`src/rtl/uart_pkg.sv`:
```
// rtl/uart_pkg.sv - shared UART types and constants
package uart_pkg;

  typedef enum logic [2:0] {
    ST_IDLE,
    ST_FETCH,
    ST_LOAD,
    ST_START,
    ST_DATA,
    ST_PARITY,
    ST_STOP
  } tx_state_t;

  localparam int PARITY_NONE = 0;
  localparam int PARITY_EVEN = 1;
  localparam int PARITY_ODD  = 2;
  localparam int DATA_BITS   = 8;

endpackage

```
`src/rtl/uart_tx_fifo_drain_if.sv`:
```
// rtl/uart_tx_fifo_drain_if.sv - fifo_8x64 read port as seen by its consumer
interface uart_tx_fifo_drain_if;

  logic       fifo_empty;
  logic [7:0] fifo_data;
  logic       fifo_rd_en;

  // master is the reader that issues rd_en, slave is the FIFO
  modport master (
    input  fifo_empty,
    input  fifo_data,
    output fifo_rd_en
  );

  modport slave (
    output fifo_empty,
    output fifo_data,
    input  fifo_rd_en
  );

endinterface

```
`src/rtl/uart_baud_cnt.sv`:
```
// rtl/uart_baud_cnt.sv - bit-period counter, bit_done on the last clock of each bit
module uart_baud_cnt #(
  parameter int CLKS_PER_BIT = 868
) (
  input  logic clk,
  input  logic rst,
  input  logic clear,
  output logic bit_done
);

  localparam int CW = (CLKS_PER_BIT > 1) ? $clog2(CLKS_PER_BIT) : 1;
  localparam logic [CW-1:0] LAST = CW'(CLKS_PER_BIT - 1);

  logic [CW-1:0] cnt;

  always_ff @(posedge clk) begin
    if (!rst || clear) begin
      cnt <= '0;
    end else if (cnt == LAST) begin
      cnt <= '0;
    end else begin
      cnt <= cnt + 1'b1;
    end
  end

  assign bit_done = (cnt == LAST);

endmodule

```
`src/rtl/uart_tx_fifo_drain.sv`:
```
// rtl/uart_tx_fifo_drain.sv - UART transmitter popping bytes from fifo_8x64
module uart_tx_fifo_drain
  import uart_pkg::*;
#(
  parameter int CLKS_PER_BIT = 868,
  parameter int PARITY       = 0
) (
  input  logic                        clk,
  input  logic                        rst,
  input  logic                        tx_en,
  uart_tx_fifo_drain_if.master        fifo,
  output logic                        tx,
  output logic                        busy,
  output logic [15:0]                 frames_sent
);

  tx_state_t   state, state_nxt;
  logic [7:0]  shreg, shreg_nxt;
  logic [2:0]  bit_cnt, bit_cnt_nxt;
  logic        par_bit, par_nxt;
  logic        tx_nxt, busy_nxt, rd_en_nxt;
  logic [15:0] frames_nxt;
  logic        bit_done, baud_clear, start_ok;

  // The baud counter only runs once a frame is on the line.
  assign baud_clear = (state == ST_IDLE) || (state == ST_FETCH) || (state == ST_LOAD);

  uart_baud_cnt #(.CLKS_PER_BIT(CLKS_PER_BIT)) u_baud (
    .clk      (clk),
    .rst      (rst),
    .clear    (baud_clear),
    .bit_done (bit_done)
  );

  always_ff @(posedge clk) begin
    if (!rst) begin
      state           <= ST_IDLE;
      tx              <= 1'b1;
      busy            <= 1'b0;
      frames_sent     <= '0;
      fifo.fifo_rd_en <= 1'b0;
      shreg           <= '0;
      bit_cnt         <= '0;
      par_bit         <= 1'b0;
    end else begin
      state           <= state_nxt;
      tx              <= tx_nxt;
      busy            <= busy_nxt;
      frames_sent     <= frames_nxt;
      fifo.fifo_rd_en <= rd_en_nxt;
      shreg           <= shreg_nxt;
      bit_cnt         <= bit_cnt_nxt;
      par_bit         <= par_nxt;
    end
  end

  always_comb begin
    state_nxt   = state;
    tx_nxt      = tx;
    busy_nxt    = busy;
    rd_en_nxt   = 1'b0;
    shreg_nxt   = shreg;
    bit_cnt_nxt = bit_cnt;
    par_nxt     = par_bit;
    frames_nxt  = frames_sent;
    start_ok    = tx_en && !fifo.fifo_empty;

    case (state)
      ST_IDLE: begin
        tx_nxt   = 1'b1;
        busy_nxt = 1'b0;
        if (start_ok) begin
          rd_en_nxt = 1'b1;
          busy_nxt  = 1'b1;
          state_nxt = ST_FETCH;
        end
      end
      ST_FETCH: state_nxt = ST_LOAD;
      ST_LOAD: begin
        shreg_nxt   = fifo.fifo_data;
        par_nxt     = (^fifo.fifo_data) ^ (PARITY == PARITY_ODD);
        bit_cnt_nxt = '0;
        tx_nxt      = 1'b0;
        state_nxt   = ST_START;
      end
      ST_START: begin
        if (bit_done) begin
          tx_nxt    = shreg[0];
          shreg_nxt = {1'b0, shreg[7:1]};
          state_nxt = ST_DATA;
        end
      end
      ST_DATA: begin
        if (bit_done) begin
          if (bit_cnt == 3'(DATA_BITS - 1)) begin
            if (PARITY != PARITY_NONE) begin
              tx_nxt    = par_bit;
              state_nxt = ST_PARITY;
            end else begin
              tx_nxt    = 1'b1;
              state_nxt = ST_STOP;
            end
          end else begin
            tx_nxt      = shreg[0];
            shreg_nxt   = {1'b0, shreg[7:1]};
            bit_cnt_nxt = bit_cnt + 3'd1;
          end
        end
      end
      ST_PARITY: begin
        if (bit_done) begin
          tx_nxt    = 1'b1;
          state_nxt = ST_STOP;
        end
      end
      ST_STOP: begin
        if (bit_done) begin
          frames_nxt = frames_sent + 16'd1;
          if (start_ok) begin
            rd_en_nxt = 1'b1;
            state_nxt = ST_FETCH;
          end else begin
            busy_nxt  = 1'b0;
            state_nxt = ST_IDLE;
          end
        end
      end
      default: state_nxt = ST_IDLE;
    endcase
  end

endmodule

```
`src/flat_wrapper.sv`:
```
// flat-port wrapper written by rule: the top's interface ports become plain ports
module uart_tx_fifo_drain_flat import uart_pkg::*;
#(
  parameter int CLKS_PER_BIT = 868,
  parameter int PARITY       = 0
)
  (clk, rst, tx_en, tx, busy, frames_sent, fifo_fifo_empty, fifo_fifo_data, fifo_fifo_rd_en);
  uart_tx_fifo_drain_if fifo_i ();
  input  logic clk;
  input  logic rst;
  input  logic tx_en;
  output logic tx;
  output logic busy;
  output logic [15:0] frames_sent;
  input wire logic [$bits(fifo_i.fifo_empty)-1:0] fifo_fifo_empty;
  input wire logic [$bits(fifo_i.fifo_data)-1:0] fifo_fifo_data;
  output wire logic [$bits(fifo_i.fifo_rd_en)-1:0] fifo_fifo_rd_en;
  assign fifo_i.fifo_empty = fifo_fifo_empty;
  assign fifo_i.fifo_data = fifo_fifo_data;
  assign fifo_fifo_rd_en = fifo_i.fifo_rd_en;
  uart_tx_fifo_drain #(.CLKS_PER_BIT(CLKS_PER_BIT), .PARITY(PARITY)) u_core (.clk(clk), .rst(rst), .tx_en(tx_en), .fifo(fifo_i), .tx(tx), .busy(busy), .frames_sent(frames_sent));
endmodule
```
`config.mk`:
```
export PLATFORM = sky130hd
export DESIGN_NAME = uart_tx_fifo_drain_flat
export DESIGN_NICKNAME = d
export VERILOG_FILES = /design/src/rtl/uart_pkg.sv /design/src/rtl/uart_tx_fifo_drain_if.sv /design/src/rtl/uart_baud_cnt.sv /design/src/rtl/uart_tx_fifo_drain.sv /design/src/flat_wrapper.sv
export SDC_FILE = /design/constraint.sdc
export NUM_CORES = 1
export LEC_CHECK = 0
export ABC_AREA = 1
export BUFFER_PORTS_ARGS = -buffer_cell sky130_fd_sc_hd__buf_2
export CAP_MARGIN = 40
export CORE_MARGIN = 2
export CORE_UTILIZATION = 57
export DETAILED_ROUTE_END_ITERATION = 7
export PLACE_DENSITY = 0.79
export SYNTH_ARGS = -nofsm -noshare
export SYNTH_HDL_FRONTEND = slang
export SYNTH_HIERARCHICAL = 1
export SYNTH_SLANG_ARGS = --single-unit
```
`constraint.sdc`:
```
create_clock -name clk -period 2 [get_ports clk]
set_input_delay 0.4 -clock clk [delete_from_list [all_inputs] [get_ports clk]]
set_output_delay 0.4 -clock clk [all_outputs]
set_load 0.05 [all_outputs]
```
==> flow_summary.html <==
<table>
<tr><th>Metric</th><th>Value</th></tr>
<tr><th colspan="2">Synth</th></tr>
<tr><td>Average instance area after synthesis</td><td>between 6 and 7 um2</td></tr>
<tr><td>Post-synthesis register bit count</td><td>43</td></tr>
<tr><td>Prevailing post-synth register cell</td><td>dfxtp_1</td></tr>
<tr><td>Netlist area before placement</td><td>2220 um2</td></tr>
<tr><td>Fraction of the yosys area taken by sequential cells</td><td>38.8%</td></tr>
<tr><td>YS warnings</td><td>6</td></tr>
<tr><td>Share of flip-flops with an asynchronous set or reset</td><td>0%</td></tr>
<tr><td>Number of distinct standard cells referenced by the synthesized netlist</td><td>29</td></tr>
<tr><td>Number of nets in the synthesized netlist</td><td>337</td></tr>
<tr><td>Syn Inst Count</td><td>321</td></tr>
<tr><td>Number of synthesized flops with an enable pin</td><td>0</td></tr>
<tr><th colspan="2">Clock tree</th></tr>
<tr><td>Number of buffers between clock root and the deepest sink</td><td>2</td></tr>
<tr><td>Clock Sinks</td><td>43</td></tr>
<tr><td>Clock tree from TritonCTS</td><td>done</td></tr>
<tr><td>CTS H-tree lvls</td><td>2</td></tr>
<tr><td>TritonCTS buffer count</td><td>5</td></tr>
<tr><td>Clock root cell</td><td>clkbuf_8</td></tr>
<tr><td>Insertion delay of the later-clocked pin in the worst-skew pair</td><td>300 ps</td></tr>
<tr><td>Post-CTS repair timing setup buffer count</td><td>0</td></tr>
<tr><td>Clock-pin slew of the registers on the worst-case setup and hold paths</td><td>80 ps</td></tr>
<tr><th colspan="2">Layout</th></tr>
<tr><td>Most frequent cells in the layout</td><td>67 x nand2_1, 45 x nor2_1, 42 x dfxtp_1</td></tr>
<tr><td>Area growth from synthesis to layout</td><td>13.9%</td></tr>
<tr><td>Diode insertion count for antenna repair</td><td>0</td></tr>
<tr><td>Final #Nets</td><td>373</td></tr>
<tr><td>Share of layout cells above drive strength 1</td><td>19.8%</td></tr>
<tr><td>Final Cell Area</td><td>2530 um2</td></tr>
<tr><td>Most frequent standard cell in the layout excluding fill and tap cells</td><td>nand2_1</td></tr>
<tr><th colspan="2">GRT</th></tr>
<tr><td>Overall overflow remaining after global route</td><td>0</td></tr>
<tr><td>Antenna violations before repair</td><td>0</td></tr>
<tr><td>Number of global-route vias before repair</td><td>1819</td></tr>
<tr><td>GRT Util Overall</td><td>a little under a quarter</td></tr>
<tr><td>Wire length of the first global-routing pass</td><td>7.89 mm</td></tr>
<tr><td>Largest net degree at the start of global routing</td><td>17</td></tr>
<tr><th colspan="2">Pwr</th></tr>
<tr><td>Static leakage power</td><td>between 1 and 1.5 nW</td></tr>
<tr><td>Areal power density over the cells</td><td>approximately 1100 nW/um2</td></tr>
<tr><td>Maximum ir drop on the vdd rail</td><td>roughly 0.00068 V</td></tr>
<tr><th colspan="2">STA</th></tr>
<tr><td>Final worst clock skew</td><td>7.37 ps</td></tr>
<tr><td>Final number of setup-violating endpoints</td><td>0</td></tr>
<tr><td>Final critical path time including I/O delays and setup</td><td>1770 ps</td></tr>
<tr><td>Slew at the pin with the worst max-slew slack</td><td>491 ps</td></tr>
<tr><td>Worst hold slack after final layout</td><td>about 390 ps</td></tr>
<tr><td>Slew HR</td><td>between 60% and 70%</td></tr>
<tr><td>Final setup slack of the worst path</td><td>226 ps</td></tr>
<tr><td>Accumulated negative setup slack</td><td>0 ps</td></tr>
<tr><td>Hold Violations, Final</td><td>0</td></tr>
<tr><td>Period utilization</td><td>88.7%</td></tr>
<tr><td>Final slew viol count</td><td>0</td></tr>
<tr><td>Peak clock frequency supported by timing</td><td>roughly 560 MHz</td></tr>
<tr><th colspan="2">Die</th></tr>
<tr><td>Core Rows</td><td>22</td></tr>
<tr><td>Top-level I/O count</td><td>31</td></tr>
<tr><td>Die outline width</td><td>66.4 um</td></tr>
<tr><td>Chip Height</td><td>66.4 um</td></tr>
<tr><td>Area enclosed by the die boundary</td><td>between 4000 and 5000 um2</td></tr>
<tr><td>Initial core utilization</td><td>between 50% and 60%</td></tr>
<tr><td>Core Box Area</td><td>about 3700 um2</td></tr>
<tr><th colspan="2">Drt</th></tr>
<tr><td>Overall routed net length</td><td>4.62 mm</td></tr>
<tr><td>DR DRC count</td><td>0</td></tr>
<tr><td>Starting DRT DRC Count</td><td>155</td></tr>
<tr><td>Total vias in the final route</td><td>between 2000 and 2500</td></tr>
<tr><td>First-pass iteration count of the detailed router</td><td>5</td></tr>
<tr><td>Post-detailed-route wirelength per cell</td><td>11.4 um</td></tr>
<tr><td>Routed via count divided by cell count</td><td>5.22</td></tr>
<tr><td>Residual antenna-violating net count after detailed routing</td><td>0</td></tr>
<tr><th colspan="2">Place</th></tr>
<tr><td>Cell area after placement</td><td>about 2400 um2</td></tr>
<tr><td>Post-detailed-placement half-perimeter wirelength</td><td>3.41 mm</td></tr>
<tr><td>Pre-CTS setup slack</td><td>about 110 ps</td></tr>
<tr><td>RePlAce Congestion</td><td>around 0.96</td></tr>
<tr><td>Port-buffer cells</td><td>30</td></tr>
<tr><th colspan="2">Critical path</th></tr>
<tr><td>Worst setup slack for register-to-register paths</td><td>230 ps</td></tr>
<tr><td>Nature of the critical path startpoint</td><td>flop</td></tr>
<tr><td>Critical path start-end classification</td><td>flop to flop</td></tr>
<tr><td>Required time at the worst-slack endpoint</td><td>2220 ps</td></tr>
<tr><td>Biggest fanout along the worst timing path</td><td>6</td></tr>
<tr><td>CP arrival</td><td>1990 ps</td></tr>
<tr><td>Crit end category</td><td>flop</td></tr>
<tr><th colspan="2">Outcome</th></tr>
<tr><td>Run status</td><td>finished, final reports clean</td></tr>
<tr><th colspan="2">Flow run</th></tr>
<tr><td>Count of max-cap constraint violations</td><td>0</td></tr>
<tr><th colspan="2">Worst hold path</th></tr>
<tr><td>Worst Hold Class</td><td>input port to flop</td></tr>
</table>
[layer usage]
metal	up-vias	global-route usage, %	wire [um]
met1	959	29.7	2200
met4	0	6.89	71
met3	9	6.64	226
met5	-	0	0
met2	50	38.3	2130
li1	1102	-	-
[timing repair]
action                     in CTS  in global routing
hold endpoints to repair        0                  0
setup endpoints to repair       0                 13
hold buffers                    0                  0
resized for setup               0                  8
[cell families after synthesis]
logic type	count (synthesis)	synth area share, %
flip-flops	43	38.8
AO/OA/AOI/OAI	50	12.0
buffers and inverters	44	7.95
AND/OR/NAND/NOR	175	37.0
XOR/XNOR	5	1.97
adder cells (fa/ha/maj)	4	2.25
[final timing paths]
path                                              to  depth (start not counted)                            start
setup / recovery  u_core/frames_sent[2]$_SDFFE_PN0P_                         10  u_core/u_baud/cnt[1]$_SDFF_PP0_
hold / removal          u_core/shreg[7]$_SDFFE_PN0P_                          3                fifo_fifo_data[7]
setup reg to reg  u_core/frames_sent[2]$_SDFFE_PN0P_                         10  u_core/u_baud/cnt[1]$_SDFF_PP0_
hold reg to reg      u_core/u_baud/cnt[0]$_SDFF_PP0_                          1  u_core/u_baud/cnt[0]$_SDFF_PP0_
[worst max-delay path: stages (launching register included)]
cell     delay (ps)
dfxtp_1         360
ha_2            200
nand2_1          80
nor2_1          110
nand3_2         120
inv_2           110
nand4_4         160
buf_4           200
inv_1           100
a21oi_1          90
nor3_1          170
[Yosys cell counts, drive strengths merged (2+ instances only)]
cell type / n / area [um2]
buf: 4 / 26.3
nand3: 32 / 175
dfxtp: 43 / 861
xnor2: 3 / 26.3
nand2: 74 / 315
ha: 4 / 50.1
clkbuf: 2 / 7.51
nand3b: 2 / 15.0
xor2: 2 / 17.5
nor2: 54 / 228
o21ai: 17 / 85.1
inv: 38 / 143
nor3: 6 / 30.0
nand4: 5 / 46.3
a21oi: 31 / 166
[layout make-up]
cell class,instances,area [um2]
multi-input combinational,234,1190
fill,336,1190
sequential,43,862
timing repair buffer,35,188
inverter,38,143
clock buffer,5,68.8
tap,48,60.1
clock inverter,3,15.0
[state kept, by name (all words and copies together) (netlist names)]
signal                  count
u_core/u_baud/cnt          10
u_core/tx                   1
u_core/shreg                8
u_core/bit_cnt              3
u_core/frames_sent         16
u_core/busy                 1
u_core/state                3
u_core/fifo.fifo_rd_en      1
[where the power goes]
| part | switching (mW) | internal (mW) |
|---|---|---|
| logic | 0.721 | 0.357 |
| clock network | 0.296 | 0.239 |
| registers | 0.0993 | 0.981 |
[metrics by stage]
step | power [mW] | util (%) | std cells
floorplan | 1.95 | - | 321
detailed placement | 2.16 | 65.5 | 398
global placement | 2.16 | 65.5 | 398
finish | 2.69 | 68.0 | 406
global route | 2.92 | 68.0 | 406
CTS | 2.70 | 67.7 | 406
Note: power is estimated with default switching activity, not from simulation.
